**config.mk**
```make
export PLATFORM = sky130hd
export DESIGN_NAME = mem_arbiter_flat
export DESIGN_NICKNAME = d
export VERILOG_FILES = /design/src/rtl/mem_arbiter_if.sv /design/src/rtl/mem_arbiter.sv /design/src/flat_wrapper.sv
export SDC_FILE = /design/constraint.sdc
export NUM_CORES = 1
export LEC_CHECK = 0
export CORE_ASPECT_RATIO = 0.6
export CORE_MARGIN = 10
export CORE_UTILIZATION = 47
export DETAILED_ROUTE_END_ITERATION = 10
export GPL_ROUTABILITY_DRIVEN = 0
export PLACE_DENSITY_LB_ADDON = 0.08
export SYNTH_ARGS = -nofsm -noshare
export SYNTH_HDL_FRONTEND = slang
export SYNTH_SLANG_ARGS = --single-unit
```
**constraint.sdc**
```tcl
create_clock -name CLK100MHZ -period 3.85 [get_ports CLK100MHZ]
set_input_delay 0.385 -clock CLK100MHZ [delete_from_list [all_inputs] [get_ports CLK100MHZ]]
set_output_delay 0.385 -clock CLK100MHZ [all_outputs]
set_load 0.02 [all_outputs]
```
**src/rtl/mem_arbiter_if.sv**
```systemverilog
// Bus bundle between the arbiter, its two requesters (IF, D) and the shared mmio slave port.
// The master modport is the arbiter's view; slave is the view of the CPU side plus the slave.
interface mem_arbiter_if #(
   parameter int AW = 32,
   parameter int DW = 32
);
   localparam int BW = DW / 8;

   logic          if_req;
   logic [AW-1:0] if_addr;
   logic          if_ack;
   logic          if_err;
   logic [DW-1:0] if_rdata;

   logic          d_req;
   logic          d_we;
   logic [BW-1:0] d_be;
   logic [AW-1:0] d_addr;
   logic [DW-1:0] d_wdata;
   logic          d_ack;
   logic          d_err;
   logic [DW-1:0] d_rdata;

   logic          m_req;
   logic          m_we;
   logic [BW-1:0] m_be;
   logic [AW-1:0] m_addr;
   logic [DW-1:0] m_wdata;
   logic          m_ack;
   logic [DW-1:0] m_rdata;

   logic          grant;
   logic          busy;

   modport master (
      input  if_req, if_addr,
      input  d_req, d_we, d_be, d_addr, d_wdata,
      input  m_ack, m_rdata,
      output if_ack, if_err, if_rdata,
      output d_ack, d_err, d_rdata,
      output m_req, m_we, m_be, m_addr, m_wdata,
      output grant, busy
   );

   modport slave (
      output if_req, if_addr,
      output d_req, d_we, d_be, d_addr, d_wdata,
      output m_ack, m_rdata,
      input  if_ack, if_err, if_rdata,
      input  d_ack, d_err, d_rdata,
      input  m_req, m_we, m_be, m_addr, m_wdata,
      input  grant, busy
   );
endinterface

```
**src/rtl/mem_arbiter.sv**
```systemverilog
// Round-robin arbiter sharing one mmio port between instruction fetch and load/store,
// one transaction in flight, with a watchdog that turns a hung slave access into an error ack.
module mem_arbiter #(
   parameter int AW      = 32,
   parameter int DW      = 32,
   parameter int TIMEOUT = 255
) (
   input  logic         CLK100MHZ,
   input  logic         CPU_RESETN,
   mem_arbiter_if.master bus
);
   localparam int BW  = DW / 8;
   localparam int WDW = $clog2(TIMEOUT + 1);

   typedef enum logic [1:0] {IDLE, BUSY, RESP} state_t;

   state_t        state_q, state_d;
   logic [WDW-1:0] wd_q, wd_d;
   logic          last_grant_q, last_grant_d;
   logic          grant_q, grant_d;
   logic          busy_q, busy_d;

   logic          m_req_q, m_req_d;
   logic          m_we_q, m_we_d;
   logic [BW-1:0] m_be_q, m_be_d;
   logic [AW-1:0] m_addr_q, m_addr_d;
   logic [DW-1:0] m_wdata_q, m_wdata_d;

   logic          if_ack_q, if_ack_d;
   logic          if_err_q, if_err_d;
   logic [DW-1:0] if_rdata_q, if_rdata_d;
   logic          d_ack_q, d_ack_d;
   logic          d_err_q, d_err_d;
   logic [DW-1:0] d_rdata_q, d_rdata_d;

   logic any_req, pick_d, ack_evt, to_evt;

   // On contention the side that did not win last time goes next.
   assign any_req = bus.if_req | bus.d_req;
   assign pick_d  = bus.d_req & (~bus.if_req | ~last_grant_q);
   assign ack_evt = (state_q == BUSY) & bus.m_ack;
   assign to_evt  = (state_q == BUSY) & ~bus.m_ack & (wd_q == WDW'(TIMEOUT - 1));

   always_ff @(posedge CLK100MHZ or negedge CPU_RESETN) begin
      if (!CPU_RESETN) begin
         state_q      <= IDLE;
         wd_q         <= '0;
         last_grant_q <= 1'b1;
         grant_q      <= 1'b0;
         busy_q       <= 1'b0;
         m_req_q      <= 1'b0;
         m_we_q       <= 1'b0;
         m_be_q       <= '0;
         m_addr_q     <= '0;
         m_wdata_q    <= '0;
         if_ack_q     <= 1'b0;
         if_err_q     <= 1'b0;
         if_rdata_q   <= '0;
         d_ack_q      <= 1'b0;
         d_err_q      <= 1'b0;
         d_rdata_q    <= '0;
      end else begin
         state_q      <= state_d;
         wd_q         <= wd_d;
         last_grant_q <= last_grant_d;
         grant_q      <= grant_d;
         busy_q       <= busy_d;
         m_req_q      <= m_req_d;
         m_we_q       <= m_we_d;
         m_be_q       <= m_be_d;
         m_addr_q     <= m_addr_d;
         m_wdata_q    <= m_wdata_d;
         if_ack_q     <= if_ack_d;
         if_err_q     <= if_err_d;
         if_rdata_q   <= if_rdata_d;
         d_ack_q      <= d_ack_d;
         d_err_q      <= d_err_d;
         d_rdata_q    <= d_rdata_d;
      end
   end

   always_comb begin
      state_d = state_q;
      case (state_q)
         IDLE:    if (any_req) state_d = BUSY;
         BUSY:    if (ack_evt || to_evt) state_d = RESP;
         RESP:    state_d = IDLE;
         default: state_d = IDLE;
      endcase
   end

   // Next values of the registered outputs; acks and errs are single-cycle pulses by default.
   always_comb begin
      wd_d         = wd_q;
      last_grant_d = last_grant_q;
      grant_d      = grant_q;
      busy_d       = busy_q;
      m_req_d      = m_req_q;
      m_we_d       = m_we_q;
      m_be_d       = m_be_q;
      m_addr_d     = m_addr_q;
      m_wdata_d    = m_wdata_q;
      if_ack_d     = 1'b0;
      if_err_d     = 1'b0;
      if_rdata_d   = if_rdata_q;
      d_ack_d      = 1'b0;
      d_err_d      = 1'b0;
      d_rdata_d    = d_rdata_q;

      case (state_q)
         IDLE: begin
            if (any_req) begin
               m_req_d      = 1'b1;
               busy_d       = 1'b1;
               wd_d         = '0;
               grant_d      = pick_d;
               last_grant_d = pick_d;
               if (pick_d) begin
                  m_we_d    = bus.d_we;
                  m_be_d    = bus.d_be;
                  m_addr_d  = bus.d_addr;
                  m_wdata_d = bus.d_wdata;
               end else begin
                  m_we_d    = 1'b0;
                  m_be_d    = '1;
                  m_addr_d  = bus.if_addr;
                  m_wdata_d = '0;
               end
            end
         end
         BUSY: begin
            wd_d = wd_q + 1'b1;
            if (ack_evt) begin
               m_req_d = 1'b0;
               if (grant_q) begin
                  d_ack_d = 1'b1;
                  if (!m_we_q) d_rdata_d = bus.m_rdata;
               end else begin
                  if_ack_d   = 1'b1;
                  if_rdata_d = bus.m_rdata;
               end
            end else if (to_evt) begin
               m_req_d = 1'b0;
               if (grant_q) begin
                  d_ack_d   = 1'b1;
                  d_err_d   = 1'b1;
                  d_rdata_d = '0;
               end else begin
                  if_ack_d   = 1'b1;
                  if_err_d   = 1'b1;
                  if_rdata_d = '0;
               end
            end
         end
         RESP: busy_d = 1'b0;
         default: busy_d = 1'b0;
      endcase
   end

   assign bus.m_req    = m_req_q;
   assign bus.m_we     = m_we_q;
   assign bus.m_be     = m_be_q;
   assign bus.m_addr   = m_addr_q;
   assign bus.m_wdata  = m_wdata_q;
   assign bus.if_ack   = if_ack_q;
   assign bus.if_err   = if_err_q;
   assign bus.if_rdata = if_rdata_q;
   assign bus.d_ack    = d_ack_q;
   assign bus.d_err    = d_err_q;
   assign bus.d_rdata  = d_rdata_q;
   assign bus.grant    = grant_q;
   assign bus.busy     = busy_q;
endmodule
```
**src/flat_wrapper.sv**
```systemverilog
// flat-port wrapper written by rule: the top's interface ports become plain ports
module mem_arbiter_flat 
#(
   parameter int AW      = 32,
   parameter int DW      = 32,
   parameter int TIMEOUT = 255
)
  (CLK100MHZ, CPU_RESETN, bus_if_req, bus_if_addr, bus_d_req, bus_d_we, bus_d_be, bus_d_addr, bus_d_wdata, bus_m_ack, bus_m_rdata, bus_if_ack, bus_if_err, bus_if_rdata, bus_d_ack, bus_d_err, bus_d_rdata, bus_m_req, bus_m_we, bus_m_be, bus_m_addr, bus_m_wdata, bus_grant, bus_busy);
  mem_arbiter_if #(.AW(AW), .DW(DW)) bus_i ();
  input  logic CLK100MHZ;
  input  logic CPU_RESETN;
  input wire logic [$bits(bus_i.if_req)-1:0] bus_if_req;
  input wire logic [$bits(bus_i.if_addr)-1:0] bus_if_addr;
  input wire logic [$bits(bus_i.d_req)-1:0] bus_d_req;
  input wire logic [$bits(bus_i.d_we)-1:0] bus_d_we;
  input wire logic [$bits(bus_i.d_be)-1:0] bus_d_be;
  input wire logic [$bits(bus_i.d_addr)-1:0] bus_d_addr;
  input wire logic [$bits(bus_i.d_wdata)-1:0] bus_d_wdata;
  input wire logic [$bits(bus_i.m_ack)-1:0] bus_m_ack;
  input wire logic [$bits(bus_i.m_rdata)-1:0] bus_m_rdata;
  output wire logic [$bits(bus_i.if_ack)-1:0] bus_if_ack;
  output wire logic [$bits(bus_i.if_err)-1:0] bus_if_err;
  output wire logic [$bits(bus_i.if_rdata)-1:0] bus_if_rdata;
  output wire logic [$bits(bus_i.d_ack)-1:0] bus_d_ack;
  output wire logic [$bits(bus_i.d_err)-1:0] bus_d_err;
  output wire logic [$bits(bus_i.d_rdata)-1:0] bus_d_rdata;
  output wire logic [$bits(bus_i.m_req)-1:0] bus_m_req;
  output wire logic [$bits(bus_i.m_we)-1:0] bus_m_we;
  output wire logic [$bits(bus_i.m_be)-1:0] bus_m_be;
  output wire logic [$bits(bus_i.m_addr)-1:0] bus_m_addr;
  output wire logic [$bits(bus_i.m_wdata)-1:0] bus_m_wdata;
  output wire logic [$bits(bus_i.grant)-1:0] bus_grant;
  output wire logic [$bits(bus_i.busy)-1:0] bus_busy;
  assign bus_i.if_req = bus_if_req;
  assign bus_i.if_addr = bus_if_addr;
  assign bus_i.d_req = bus_d_req;
  assign bus_i.d_we = bus_d_we;
  assign bus_i.d_be = bus_d_be;
  assign bus_i.d_addr = bus_d_addr;
  assign bus_i.d_wdata = bus_d_wdata;
  assign bus_i.m_ack = bus_m_ack;
  assign bus_i.m_rdata = bus_m_rdata;
  assign bus_if_ack = bus_i.if_ack;
  assign bus_if_err = bus_i.if_err;
  assign bus_if_rdata = bus_i.if_rdata;
  assign bus_d_ack = bus_i.d_ack;
  assign bus_d_err = bus_i.d_err;
  assign bus_d_rdata = bus_i.d_rdata;
  assign bus_m_req = bus_i.m_req;
  assign bus_m_we = bus_i.m_we;
  assign bus_m_be = bus_i.m_be;
  assign bus_m_addr = bus_i.m_addr;
  assign bus_m_wdata = bus_i.m_wdata;
  assign bus_grant = bus_i.grant;
  assign bus_busy = bus_i.busy;
  mem_arbiter #(.AW(AW), .DW(DW), .TIMEOUT(TIMEOUT)) u_core (.CLK100MHZ(CLK100MHZ), .CPU_RESETN(CPU_RESETN), .bus(bus_i));
endmodule
```
==> reports/qor.json, run 1 <==
{
  "route": {
    "wl_met3_mm": 2.026,
    "wl_met2_mm": 11.35,
    "dr.pass1.iters": 5,
    "ant_nets": 0,
    "wl_per_cell_um": 21.09,
    "drt_first_iter_violations": 427,
    "drt_wl_total_mm": 22.99,
    "drc_markers": 0,
    "detailed_routing_wirelength_on_met1_mm": 9.240,
    "detail_route.vias_per_cell": 5.472,
    "top_signal_layer_used": "met4",
    "dr_total_vias": 5964
  },
  "timing": {
    "timing.hold.ws_ns": 0.06191,
    "worst_setup_skew_after_layout_ns": 0.01573,
    "setup-violations-final": 0,
    "period_share": 0.6159,
    "final_period_minus_worst_setup_slack_ns": 2.371,
    "unrepaired_setup_endpoints_after_global_routing": "no",
    "timing_max_transition_violations_final": 0,
    "final.setup.tns_ns": 0,
    "timing.slew.headroom": 0.2093,
    "timing_worst_slew_pin_value_ns": 1.186,
    "fmax_mhz": 421.8,
    "timing.final.hold_violations": 0
  },
  "final_layout": {
    "post_layout_instance_count_excluding_filler_cells": 1090,
    "fillers": 1037,
    "fraction_of_final_layout_cells_sized_beyond_drive_strength_1": 0.09540,
    "finish.net_count": 1018,
    "layout-area-overhead-vs-synth_pct": 49.14,
    "fin_util": 0.7183
  },
  "power_and_ir_drop": {
    "power_frac_seq": 0.329,
    "power.share.clock": 0.191,
    "cellLeakagePower_nw": 4.535,
    "portion_of_total_power_attributed_to_combinational_logic": 0.481,
    "design_power_total_w": 0.008269,
    "switching_power_w": 0.003268,
    "vdd.ir_drop.worst_v": 0.0004303,
    "p_int_w": 0.005001,
    "fraction_of_power_spent_switching_nets": 0.3952,
    "power-per-cell-area_nw_per_um2": 793.5
  },
  "global_route": {
    "grt_start_max_net_pins": 102,
    "grt_overflow_total": 0,
    "groute.usage.overall": 0.2196,
    "first_global_vias": 6337,
    "antenna_violations_before_repair": 2,
    "wire_length_of_the_first_global_routing_pass_mm": 35.33
  },
  "floorplanning": {
    "die_height_um": 114.4,
    "core-area_um2": 14510,
    "initial_core_util": 0.4816,
    "floorplan_die_width_um": 177.4,
    "dieArea_um2": 20300,
    "row_count": 34,
    "ios": 278
  },
  "synthesis": {
    "synth.yosys.seq_area_share": 0.5410,
    "synthTopCellsByArea": "dfrtp_1 (54%), mux2i_1 (9.6%), o21ai_0 (7.2%)",
    "yosysTopAreaCell": "dfrtp_1",
    "syn_area_um2": 6987,
    "synth_warnings": 0,
    "synth.distinct_cells": 42,
    "edff_count_synth": 0,
    "synth.net_count": 762,
    "avg_synthesized_cell_area_um2": 11.23,
    "asr_flop_ratio_synth": 1.000,
    "synth_flop_cell": "dfrtp_1",
    "yosys_register_bits": 151,
    "synthesis.instances": 622,
    "yosys.area.top_type_share": 0.5372
  },
  "place": {
    "dpl.hpwl_mm": 16.75,
    "port_buffers": 277,
    "dp_cells": 1057
  },
  "clock_tree": {
    "clock_tree.buffer_depth": 2,
    "cts_setup_buffers": 0,
    "tritoncts_clock_tree": "yes",
    "clkTransAtPathRegs_ns": 0.07,
    "cts_repair_resizes": 0,
    "numClockSinks": 151,
    "cts_max_level": 4,
    "cts_hold_buf": 0,
    "numCtsBuffers": 17,
    "worst_skew_pair.late_latency_ns": 0.42,
    "clockRootBuffer": "clkbuf_16"
  },
  "flow_run": {
    "max_capacitance_violation_count": 0
  },
  "worst_setup_path": {
    "path_class": "register to register",
    "cp-end-kind": "register",
    "critPathLaunchType": "register",
    "worst_path_max_fanout": 19,
    "crit_required_ns": 4.13,
    "arrival_ns": 2.65
  },
  "status": {
    "outcome": "finished clean"
  },
  "worst_hold_path": {
    "worst_hold_path_type": "input port to asynchronous set/reset pin"
  }
}
## worst max-delay path: stages, from the launching register on
cell	delay, ns
dfrtp_1	0.43
inv_1	0.08
ha_1	0.15
nand4_1	0.25
o21bai_2	0.79
buf_4	0.40
o21ai_0	0.13
## placed cells by master (no fill, tap or decap), types with 4 or more instances in the layout
cell | synthesis | routed
a22o_1 | 33 | 33
and3b_1 | 33 | 32
mux2i_1 | 67 | 67
inv_1 | 36 | 36
dfrtp_1 | 150 | 150
o21ai_0 | 101 | 101
o22a_1 | 4 | 4
nand2_1 | 35 | 35
o21ai_1 | 38 | 37
a22oi_2 | 28 | 28
clkinvlp_4 | 0 | 4
nor2_1 | 5 | 4
clkdlybuf4s50_1 | 0 | 276
clkbuf_16 | 0 | 17
inv_6 | 0 | 6
a22oi_1 | 4 | 4
buf_4 | 13 | 12
## cells in the mapped netlist (4+ instances only)
cell type	n
buf_4	13
buf_2	8
nand2_1	35
nor2_1	5
inv_1	36
a22oi_1	4
buf_6	5
a22o_1	33
o21ai_0	101
o22a_1	4
mux2i_1	67
and3b_1	33
clkbuf_1	25
o21ai_1	38
dfrtp_1	150
a22oi_2	28
## metal layers
| metal | GRT usage | vias up |
|---|---|---|
| met5 | 0 | - |
| met4 | 0.06692 | 0 |
| met3 | 0.08564 | 27 |
| met2 | 0.3579 | 221 |
| met1 | 0.2648 | 2961 |
| li1 | - | 2755 |
## state kept, by name, summed over array words and instances (netlist names), 2 cells and up
name,flops
u_core.bus.m_wdata,32
u_core.bus.d_rdata,32
u_core.bus.m_be,4
u_core.wd_q,8
u_core.bus.m_addr,32
u_core.bus.if_rdata,32
u_core.state_q,2
## through the flow
stage	setup slack [ns]	cell area (µm²)
detailed placement	1.293	9853
finish	1.479	10420
CTS	1.518	10420
floorplan	2.335	6987
global route	1.311	10420
global placement	1.435	9853
## power groups by stage
stage | Sequential, W | Clock [W] | Combinational, W
2_1_floorplan | 0.00332 | 0 | 0.00159
3_3_place_gp | 0.00269 | 0 | 0.00391
3_5_place_dp | 0.00272 | 0 | 0.00402
4_1_cts | 0.00271 | 0.00160 | 0.00403
5_1_grt | 0.00279 | 0.00168 | 0.00427
6_report | 0.00272 | 0.00158 | 0.00397
## path summary, 6_finish.rpt
check                                           startpoint                             endpoint  slack [ns]  cells past startpoint
max in group asynchronous                       CPU_RESETN      u_core.last_grant_q$_DFFE_PN1P_        2.79                      2
worst max-delay path            u_core.wd_q[0]$_DFFE_PN0P_  u_core.bus.if_rdata[28]$_DFFE_PN0P_        1.48                      6
min in group CLK100MHZ          u_core.wd_q[7]$_DFFE_PN0P_           u_core.wd_q[7]$_DFFE_PN0P_        0.48                      1
worst min register to register  u_core.wd_q[7]$_DFFE_PN0P_           u_core.wd_q[7]$_DFFE_PN0P_        0.48                      1
worst max register to register  u_core.wd_q[0]$_DFFE_PN0P_  u_core.bus.if_rdata[28]$_DFFE_PN0P_        1.48                      6
worst min-delay path                            CPU_RESETN  u_core.bus.if_rdata[17]$_DFFE_PN0P_        0.06                      1
## layout make-up
cell class              count  area, µm²  share of cell area
diodes                      1      2.502           0.0002402
clock buffers              19      452.9             0.04347
clock inverters            13      111.4             0.01069
inverters                  36      135.1             0.01297
multi-input cells         383       2826              0.2713
flip-flops and latches    151       3780              0.3628
well taps                 198      247.7             0.02378
repair buffers            289       2864              0.2749
## kinds of logic (layout without fill, tap and decap cells)
family	after synthesis	in the layout	share of synthesized area
simple gates	93	93	0.08363
buf+inv	88	357	0.06124
flops	151	151	0.5410
compound gates	221	221	0.2145
mux	67	67	0.09599
other cells	0	1	0
fa+ha+maj	2	2	0.003581
(Power assumes the default switching activity.)
==> run 2: changes to the inputs <==
Settings changed: CORE_UTILIZATION 47 to 44.
Clock period 3.85 ns to 2.5 ns, I/O delays scaled along.
==> run 2 against run 1 <==
Effect of this change:
- global-route usage down 1.2 points
- first-iteration DRC count fell by 25%
- non-clock buffer count is 9 higher
- combinational power rose by 57%
- core utilization is 3.6 points lower
- clock power grew 62%
==> reports/qor.json, run 2 (synthesized netlist as in run 1, its figures left out) <==
{
  "route": {
    "wl_per_cell_um": 20.72,
    "drt_first_iter_violations": 322,
    "dr.pass1.iters": 4,
    "drt_wl_total_mm": 22.85,
    "detail_route.vias_per_cell": 5.344,
    "ant_nets": 0,
    "drc_markers": 0,
    "dr_total_vias": 5894
  },
  "final_layout": {
    "finish.net_count": 1027,
    "final_cell_mix": "clkdlybuf4s50_1 (276), dfrtp_1 (150), o21ai_0 (101), mux2i_1 (67), o21ai_1 (37)",
    "fillers": 1157,
    "design_area_um2": 10560,
    "layout-area-overhead-vs-synth_pct": 51.07,
    "layout.cells.most_common": "clkdlybuf4s50_1",
    "antenna_cells_inserted": 0,
    "fraction_of_final_layout_cells_sized_beyond_drive_strength_1": 0.1022
  },
  "status": {
    "outcome": "finished clean"
  },
  "global_route": {
    "first_global_vias": 6279,
    "wire_length_of_the_first_global_routing_pass_mm": 36.20,
    "antenna_violations_before_repair": 0,
    "grt_overflow_total": 0,
    "grt_start_max_net_pins": 68,
    "groute.usage.overall": 0.2072
  },
  "floorplanning": {
    "die_height_um": 117.6,
    "row_count": 35,
    "floorplan_die_width_um": 182.7,
    "dieArea_um2": 21480,
    "core-area_um2": 15460,
    "ios": 278,
    "initial_core_util": 0.4520
  },
  "timing": {
    "final.setup.tns_ns": 0,
    "timing_worst_slew_pin_value_ns": 0.8816,
    "worst_setup_skew_after_layout_ns": 0.01586,
    "fmax_mhz": 488.4,
    "timing_max_transition_violations_final": 0,
    "period_share": 0.8190,
    "timing.slew.headroom": 0.4123,
    "timing.hold.ws_ns": 0.4173,
    "final_period_minus_worst_setup_slack_ns": 2.047,
    "unrepaired_setup_endpoints_after_global_routing": "no",
    "timing.final.hold_violations": 0,
    "setup-violations-final": 0
  },
  "clock_tree": {
    "clockRootBuffer": "clkbuf_16",
    "tritoncts_clock_tree": "yes",
    "worst_skew_pair.late_latency_ns": 0.42,
    "numCtsBuffers": 17,
    "cts_max_level": 4,
    "numClockSinks": 151,
    "clkTransAtPathRegs_ns": 0.07,
    "cts_repair_resizes": 0,
    "cts_setup_buffers": 0,
    "clock_tree.buffer_depth": 2
  },
  "power_and_ir_drop": {
    "cellLeakagePower_nw": 4.594,
    "power-per-cell-area_nw_per_um2": 1226,
    "vdd.ir_drop.worst_v": 0.0005773
  },
  "flow_run": {
    "max_capacitance_violation_count": 0
  },
  "place": {
    "placedInstanceArea_um2": 9957,
    "dpl.hpwl_mm": 17.01,
    "port_buffers": 277
  },
  "worst_setup_path": {
    "timing.reg2reg.setup_slack_ns": 0.45,
    "worst_path_max_fanout": 28,
    "arrival_ns": 2.34,
    "critPathLaunchType": "register",
    "crit_required_ns": 2.79,
    "path_class": "register to register",
    "rr_worst_depth": 3,
    "cp-end-kind": "register"
  },
  "worst_hold_path": {
    "worst_hold_path_type": "input port to asynchronous set/reset pin"
  }
}
-- run 2: cell count changes in the layout (fill, tap and decap cells not counted) --
cell / change
clkbuf_1: +1
clkinv_4: -2
bufinv_16: +2
clkinvlp_4: +2
dlygate4sd3_1: +1
buf_12: +3
clkbuf_8: -1
inv_8: -1
clkinv_2: +1
buf_4: +5
inv_6: -2
diode_2: -1
-- run 2: final cells by class --
cell class	instances	area, µm²	share of cell area
sequential	151	3780	0.3581
timing repair buffer	298	2972	0.2815
multi-input combinational	383	2826	0.2678
clock buffer	19	442.9	0.04196
tap	203	254.0	0.02406
clock inverter	13	145.1	0.01375
inverter	36	135.1	0.01280
-- run 2: metrics by stage --
step	util	power, W	worst slack [ns]	cells
2_1_floorplan	-	0.007568	0.9849	622
3_3_place_gp	0.6441	0.01026	0.6058	1070
3_5_place_dp	0.6441	0.01046	0.4730	1070
4_1_cts	0.6828	0.01307	0.4618	1103
5_1_grt	0.6828	0.01368	0.2840	1103
6_report	0.6828	0.01294	0.4526	1103
-- run 2: timing repair --
action / in CTS / in global routing
endpoints found under the hold margin: 62 / 0
endpoints found under the setup margin: 0 / 0
hold buffers: 1 / 0
-- run 2: critical path, cell delays in order (launching register included) --
cell and delay [ns]:
dfrtp_1 0.62, or2_1 0.75, nor2_1 0.27, o22a_1 0.28
-- run 2: worst paths after layout --
path                                                from                                 end
setup / recovery           u_core.state_q[1]$_DFFE_PN0P_      u_core.bus.m_be[2]$_DFFE_PN0P_
setup reg to reg           u_core.state_q[1]$_DFFE_PN0P_      u_core.bus.m_be[2]$_DFFE_PN0P_
max in group asynchronous                     CPU_RESETN    u_core.bus.m_addr[3]$_DFFE_PN0P_
hold reg to reg               u_core.wd_q[4]$_DFFE_PN0P_          u_core.wd_q[4]$_DFFE_PN0P_
hold / removal                                CPU_RESETN  u_core.bus.d_rdata[16]$_DFFE_PN0P_
min in group CLK100MHZ                    bus_d_wdata[8]   u_core.bus.m_wdata[8]$_DFFE_PN0P_
-- run 2: power breakdown --
part | internal, W | switching, W | total (W)
Combinational | 0.00301 | 0.00321 | 0.00622
Clock | 0.00151 | 0.00105 | 0.00256
Sequential | 0.00340 | 0.000753 | 0.00416
Total | 0.00793 | 0.00501 | 0.0129
-- run 2: layer usage --
layer | share of wire | GRT usage | up-vias | routed length [µm]
met5 | 0 | 0 | - | 0
met4 | 0.0055 | 0.04304 | 0 | 125
met3 | 0.085 | 0.07799 | 9 | 1948
met2 | 0.49 | 0.3412 | 186 | 11210
met1 | 0.42 | 0.2528 | 2941 | 9566
li1 | - | - | 2758 | -
